===== config.mk =====
export PLATFORM = sky130hd
export DESIGN_NAME = operand_load_fsm_flat
export DESIGN_NICKNAME = d
export VERILOG_FILES = /design/src/rtl/operand_load_if.sv /design/src/rtl/operand_load_fsm.sv /design/src/flat_wrapper.sv
export SDC_FILE = /design/constraint.sdc
export NUM_CORES = 1
export LEC_CHECK = 0
export CORE_UTILIZATION = 29
export CTS_CLUSTER_DIAMETER = 50
export CTS_CLUSTER_SIZE = 10
export DETAILED_ROUTE_END_ITERATION = 12
export PLACE_DENSITY_LB_ADDON = 0.1
export SLEW_MARGIN = 20
export SYNTH_ARGS = -nofsm -noshare
export SYNTH_HDL_FRONTEND = slang
export SYNTH_SLANG_ARGS = --single-unit

===== constraint.sdc =====
create_clock -name clk -period 1.4 [get_ports clk]
set_clock_uncertainty 0.2 [all_clocks]
set_input_delay 0.28 -clock clk [delete_from_list [all_inputs] [get_ports clk]]
set_output_delay 0.28 -clock clk [all_outputs]
set_load 0.005 [all_outputs]

===== src/rtl/operand_load_if.sv =====
// operand_load_if: start/operand-stream/handshake bundle between the operand loader and its neighbours
// slave modport: loader side (inputs beg_op, in_valid, Data_in, ack_op; outputs busy, load_a, load_b, Op_A, Op_B, ready, timeout_err)
// master modport: driving/observing side with the same signals in the opposite direction
interface operand_load_if #(parameter int W = 5);
  logic beg_op;
  logic in_valid;
  logic [W-1:0] Data_in;
  logic ack_op;
  logic busy;
  logic load_a;
  logic load_b;
  logic [W-1:0] Op_A;
  logic [W-1:0] Op_B;
  logic ready;
  logic timeout_err;
  modport slave (
    input beg_op, in_valid, Data_in, ack_op,
    output busy, load_a, load_b, Op_A, Op_B, ready, timeout_err
  );
  modport master (
    output beg_op, in_valid, Data_in, ack_op,
    input busy, load_a, load_b, Op_A, Op_B, ready, timeout_err
  );
endinterface


===== src/rtl/operand_load_fsm.sv =====
// operand_load_fsm: captures operands A then B from a serial bus, presents them with ready/ack, aborts stalled loads via watchdog
// clk/rst: clock and async active-high reset; bus: operand_load_if.slave carrying start, operand stream, strobes, operands and status
module operand_load_fsm #(
  parameter int W = 5,
  parameter int TIMEOUT = 15,
  parameter int CW = 4
) (
  input logic clk,
  input logic rst,
  operand_load_if.slave bus
);
  typedef enum logic [1:0] {IDLE, LOAD_A, LOAD_B, READY} state_t;
  state_t state_q, state_d;
  logic [CW-1:0] wd_q, wd_d;
  logic [W-1:0] op_a_q, op_a_d, op_b_q, op_b_d;
  logic err_q, err_d;
  logic expired;
  assign expired = wd_q == CW'(TIMEOUT - 1);
  always_ff @(posedge clk or posedge rst) begin
    if (rst) begin
      state_q <= IDLE;
      wd_q <= '0;
      op_a_q <= '0;
      op_b_q <= '0;
      err_q <= 1'b0;
    end else begin
      state_q <= state_d;
      wd_q <= wd_d;
      op_a_q <= op_a_d;
      op_b_q <= op_b_d;
      err_q <= err_d;
    end
  end
  // The watchdog defaults to zero so it clears on every state change and only counts while a load state is held
  always_comb begin
    state_d = state_q;
    wd_d = '0;
    op_a_d = op_a_q;
    op_b_d = op_b_q;
    err_d = err_q;
    unique case (state_q)
      IDLE: if (bus.beg_op) begin
        state_d = LOAD_A;
        err_d = 1'b0;
      end
      LOAD_A: if (bus.in_valid) begin
        state_d = LOAD_B;
        op_a_d = bus.Data_in;
      end else if (expired) begin
        state_d = IDLE;
        err_d = 1'b1;
      end else wd_d = wd_q + 1'b1;
      LOAD_B: if (bus.in_valid) begin
        state_d = READY;
        op_b_d = bus.Data_in;
      end else if (expired) begin
        state_d = IDLE;
        err_d = 1'b1;
      end else wd_d = wd_q + 1'b1;
      READY: if (bus.ack_op) state_d = IDLE;
      default: state_d = IDLE;
    endcase
  end
  assign bus.load_a = state_q == LOAD_A && bus.in_valid;
  assign bus.load_b = state_q == LOAD_B && bus.in_valid;
  assign bus.busy = state_q != IDLE;
  assign bus.ready = state_q == READY;
  assign bus.Op_A = op_a_q;
  assign bus.Op_B = op_b_q;
  assign bus.timeout_err = err_q;
endmodule


===== src/flat_wrapper.sv =====
// flat-port wrapper written by rule: the top's interface ports become plain ports
module operand_load_fsm_flat 
#(
  parameter int W = 5,
  parameter int TIMEOUT = 15,
  parameter int CW = 4
)
  (clk, rst, bus_beg_op, bus_in_valid, bus_Data_in, bus_ack_op, bus_busy, bus_load_a, bus_load_b, bus_Op_A, bus_Op_B, bus_ready, bus_timeout_err);
  operand_load_if #(.W(W)) bus_i ();
  input logic clk;
  input logic rst;
  input wire logic [$bits(bus_i.beg_op)-1:0] bus_beg_op;
  input wire logic [$bits(bus_i.in_valid)-1:0] bus_in_valid;
  input wire logic [$bits(bus_i.Data_in)-1:0] bus_Data_in;
  input wire logic [$bits(bus_i.ack_op)-1:0] bus_ack_op;
  output wire logic [$bits(bus_i.busy)-1:0] bus_busy;
  output wire logic [$bits(bus_i.load_a)-1:0] bus_load_a;
  output wire logic [$bits(bus_i.load_b)-1:0] bus_load_b;
  output wire logic [$bits(bus_i.Op_A)-1:0] bus_Op_A;
  output wire logic [$bits(bus_i.Op_B)-1:0] bus_Op_B;
  output wire logic [$bits(bus_i.ready)-1:0] bus_ready;
  output wire logic [$bits(bus_i.timeout_err)-1:0] bus_timeout_err;
  assign bus_i.beg_op = bus_beg_op;
  assign bus_i.in_valid = bus_in_valid;
  assign bus_i.Data_in = bus_Data_in;
  assign bus_i.ack_op = bus_ack_op;
  assign bus_busy = bus_i.busy;
  assign bus_load_a = bus_i.load_a;
  assign bus_load_b = bus_i.load_b;
  assign bus_Op_A = bus_i.Op_A;
  assign bus_Op_B = bus_i.Op_B;
  assign bus_ready = bus_i.ready;
  assign bus_timeout_err = bus_i.timeout_err;
  operand_load_fsm #(.W(W), .TIMEOUT(TIMEOUT), .CW(CW)) u_core (.clk(clk), .rst(rst), .bus(bus_i));
endmodule

# Word level (Yosys, flattened, before mapping)

Index checks and enable logic that the tools add are counted.

Logic and storage cells: 37
Input bits: 10
Register bits after elaboration: 17

Equal/unequal tests: 8
Muxes and demuxes: 13
$add $sub $neg: 1
Reductions and logical operators: 10

Operators by type and width:

| operator              | count |
|---|---|
| $mux W4               | 3 |
| $mux W2               | 5 |
| $pmux W2 S4           | 1 |
| $ne A2 B2 Y1 const B  | 3 |
| $reduce_and A2 Y1     | 3 |
| $add A4 B1 Y4 const B | 1 |
| $eq A2 B2 Y1 const B  | 2 |
| $eq A4 B4 Y1 const B  | 1 |
| $reduce_and A4 Y1     | 1 |
| $reduce_bool A2 Y1    | 2 |
| $mux W1               | 3 |
| $eq A2 B1 Y1 const B  | 1 |
| $logic_and A1 B1 Y1   | 2 |
| $logic_not A2 Y1      | 1 |
| $ne A2 B1 Y1 const B  | 1 |
| $pmux W1 S2           | 1 |
| $reduce_or A2 Y1      | 1 |

# Depth between registers and ports, before layout

Word-level depth: 4
Depth in mapped cells: 5

# Worst setup path before layout

Ideal clock, no wire load.

Path type: flip-flop to flip-flop
Start point: reg u_core.state_q[0]
End point: reg u_core.op_b_q[0] (netlist: u_core.bus.Op_B[0])
Setup slack: -0.123 ns
Path buffers: 0
Setup time: 0.125 ns
Period minus slack after synthesis: 1.523 ns
Stages on the path, launching flop included: 5
Data required time: 1.075 ns
Arrival: 1.199 ns
Path through: dfrtp_1 > inv_1 > ha_1 > nand2_1 > mux2_2

Word-level cells in the longest chain between the ends: 2

RTL lines:

| what                        | RTL line               | source |
|---|---|---|
| start, declared             | operand_load_fsm.sv:13 | `state_t state_q, state_d;` |
| start signal, assigned      | operand_load_fsm.sv:27 | `state_q <= state_d;` |
| $eq A2 B2 Y1                | operand_load_fsm.sv:41 | `unique case (state_q)` |
| $reduce_and A2 Y1 (no line) | -                      |  |
| end signal, assigned        | operand_load_fsm.sv:30 | `op_b_q <= op_b_d;` |
| end, declared               | operand_load_fsm.sv:15 | `logic [W-1:0] op_a_q, op_a_d, op_b_q, op_b_d;` |

Every way passes these cells.
A chain may end at the register's enable or synchronous reset.

# Final worst setup path

Start point: reg u_core.state_q[1]
End point: out bus_ready

Word-level cells in the longest chain between the ends: 1

RTL lines:

| what          | RTL line               | source |
|---|---|---|
| $eq A2 B2 Y1  | operand_load_fsm.sv:67 | `assign bus.ready = state_q == READY;` |
| end, declared | flat_wrapper.sv:21     | `output wire logic [$bits(bus_i.ready)-1:0] bus_ready;` |

Every way passes these cells.

==> results.txt <==
The run finished, with violations left. The final reports fail on negative setup slack. The largest vdd supply drop came out at 1.01 mV.

Using the TritonRoute via totals, the vias-per-cell ratio works out to 4.48. The count of clock tree sinks came out at 17. The final-report hold violation count came to 0. The all-layer global routing usage is 0.140. Among cell families on the critical path, the largest total delay comes from flip-flops. The final worst-path cycle share is 1.22. The area of the multi-input gates came out at 489 sq um. The worst setup path is launched from a flop. The detailed-route DRC error count came out at 0. The average instance area after synthesis is 12.3 sq um. The final routed wire length divided by cell count came out at 12.8 um.

The synthesized netlist occupies a cell area of 812 sq um. The first TritonRoute pass finished after 4 iterations. Measured along the y axis, the die boundary spans 54.9 um.

The total nets after synthesis came out at 83. The port buffer count came out at 24. Setup repair after global routing could not meet its margin everywhere. The count of buffering cells on the critical path with inverters included came out at 3.

The final count of pins violating max slew came to 0. The analysis attributes to cell leakage a power of 0.671 nW. The detailed router's first-iteration violation count came out at 5. The number of antenna violations at the first check in global routing is 0.

The library cell used most frequently in the layout, excluding fill and tap cells, is sky130_fd_sc_hd__dfrtp_1. The count of inserted antenna diode cells is 0. Detailed routing inserted a total of 640 vias. Counting along the longest clock path gives a buffer depth of 2. In this run the worst path has a maximum fanout of 2. In this run the number of H-tree levels came out at 1. The share of layout cells above drive strength 1 came out at 0.522. TritonCTS built the clock tree. The number of filler cells placed in the layout is 243.

The pin slew with the least headroom to its limit is 0.319 ns. The area enclosed by the die boundary came out at 0.00302 sq mm. The die width came out at 54.9 um. The delay of the slowest cell on the worst path came out at 0.43 ns.

The class of the worst hold path is in2async. The total power divided by cell area is 1770 mW/mm^2. The number of nets in the final layout is 131.

The number of instances in the placed design came out at 133. The count of hold-fix buffers inserted at cts is 0. The starting utilization of the core area came out at 0.316. The global-route wire length before repair is 2880 um. For this design the top-level I/O count stands at 25. The flop-to-flop setup slack came out at -0.28 ns.

The design draws 2.49 mW. The flop and latch count out of synthesis is 17. The global placer's final weighted congestion is 0.759. The sequential-to-total area share from yosys stat came out at 0.524. The total area inside the core boundary comes to 0.00257 sq mm. The half-perimeter wire length after detailed placement came out at 1380 um.

The final critical-path setup slack came out at -0.302 ns. The post-route core utilization is 0.549. The fmax is 587 MHz. Leaving out fill and tap cells, the most frequent cells in the layout are sky130_fd_sc_hd__dfrtp_1, sky130_fd_sc_hd__buf_4, sky130_fd_sc_hd__buf_6. STA puts the critical path data arrival time at 1.22 ns. The accumulated negative setup slack is -3.59 ns. Clock-pin slew was measured on the worst setup and hold paths at 0.09 ns.

The layout-stage area growth over the synthesis result came out at 73.7%. The number of global-route vias before repair came out at 652. The remaining global-route overflow came out at 0. The total CTS buffers is 3.

The final worst hold slack is 0.0636 ns. The count of cells in the finished layout, fillers not included, comes to 143. Setup violations remaining at the end of the flow were counted as 17. In this run the clock root is driven by a sky130_fd_sc_hd__clkbuf_4. The cell that appears most often on the critical path is sky130_fd_sc_hd__buf_6. On the critical path, the stage with the largest delay is an instance of sky130_fd_sc_hd__dfrtp_2. Counting every instance in the synthesized netlist gives 66. For the worst-skew pair, the clock arrives at the later sink with an insertion delay of 0.28 ns. The total detailed-routing wirelength came out at 1830 um. The warning count from the yosys run is 0. The netlist uses 22 different library cells. STA classifies the critical path endpoint as a primary output. The routed design could run at a clock period as short as 1.70 ns.

The endpoint required time on the critical path came out at 0.92 ns. The worst setup path is of the reg2out kind. The normalized max-slew margin is 0.784.

The count of maximum capacitance violations is 0. The number of nets still failing antenna checks after routing is 0. The critical path goes through buf_6, buf_4, ha_4, buf_6. The number of rows in the core area is 18. Entering global routing, the biggest net connects 11 pins. The area occupied by registers is 428 sq um.
## what timing repair did
item | 4_1_cts | 5_1_grt
gates resized for setup | 61 | 14
setup buffers | 6 | 3
setup endpoints to repair | 29 | 25
pin swaps | 5 | 5
## metrics by stage
stage / area, sq um / setup slack [ns]
floorplan: 872 / -0.0226
global placement: 1250 / -0.581
detailed placement: 1250 / -0.594
CTS: 1380 / -0.326
global route: 1410 / -0.380
finish: 1410 / -0.302
## path summary, 6_finish.rpt
check,start,endpoint,cells after the start
max in group asynchronous,rst,u_core.bus.Op_B[3],3
max,u_core.state_q[1],bus_ready,4
min,rst,u_core.wd_q[3],3
min reg2reg,u_core.bus.Op_A[0],u_core.bus.Op_A[0],1
min in group clk,u_core.bus.Op_A[0],u_core.bus.Op_A[0],1
max reg2reg,u_core.state_q[0],u_core.state_q[0],6
## worst min-delay path, stage by stage
cell and delay [ns]:
sky130_fd_sc_hd__clkdlybuf4s50_1 0.39, sky130_fd_sc_hd__inv_1 0.06, sky130_fd_sc_hd__buf_4 0.15
## kinds of logic (layout without fill, tap and decap cells)
logic type      after synthesis  after routing  synth area share
buf+inv                       7             54            0.0324
simple gates                 14             14            0.0955
xor+xnor                      2              2            0.0216
flops                        17             17             0.524
fa+ha+maj                     7              7             0.108
compound gates                9              9            0.0801
mux                          10             10             0.139
## state kept, by name, summed over array words and instances, names as in the netlist
signal,flops
u_core.bus.timeout_err,1
u_core.bus.Op_B,5
u_core.wd_q,4
u_core.bus.Op_A,5
u_core.state_q,2
## area by class of cell
cell class,instances,share of cell area
Timing Repair Buffer,43,0.280
Sequential cell,17,0.303
Inverter,7,0.0240
Multi-Input combinational cell,42,0.347
Tap cell,30,0.0266
Clock buffer,4,0.0186
## synth_stat cells, drive strengths merged
library cell,number,area share
a211oi,1,0.0092
a21boi,1,0.0092
a21oi,1,0.0062
and2b,1,0.011
dfrtp,17,0.52
ha,7,0.11
inv,7,0.032
mux2,10,0.14
nand2,2,0.0092
nand3,2,0.012
nand3b,1,0.0092
nand4bb,1,0.014
nor2,4,0.018
nor2b,2,0.015
nor3,1,0.0062
o211ai,1,0.0092
o21ai,2,0.012
o21ba,1,0.012
o22a,1,0.011
o311ai,1,0.011
xnor2,1,0.011
xor2,1,0.011
## report_power, final
part | switching [mW] | internal (mW)
logic | 0.537 | 0.896
registers | 0.113 | 0.688
clock network | 0.148 | 0.111
## routing by layer
metal  GRT usage  wire length (um)  up-vias
met5           0                 0        -
met4      0.0625                13        0
met3      0.0328                43        2
met2       0.225               936        8
met1       0.179               835      307
li1            -                 -      323
Note: power is estimated with default switching activity, not from simulation.
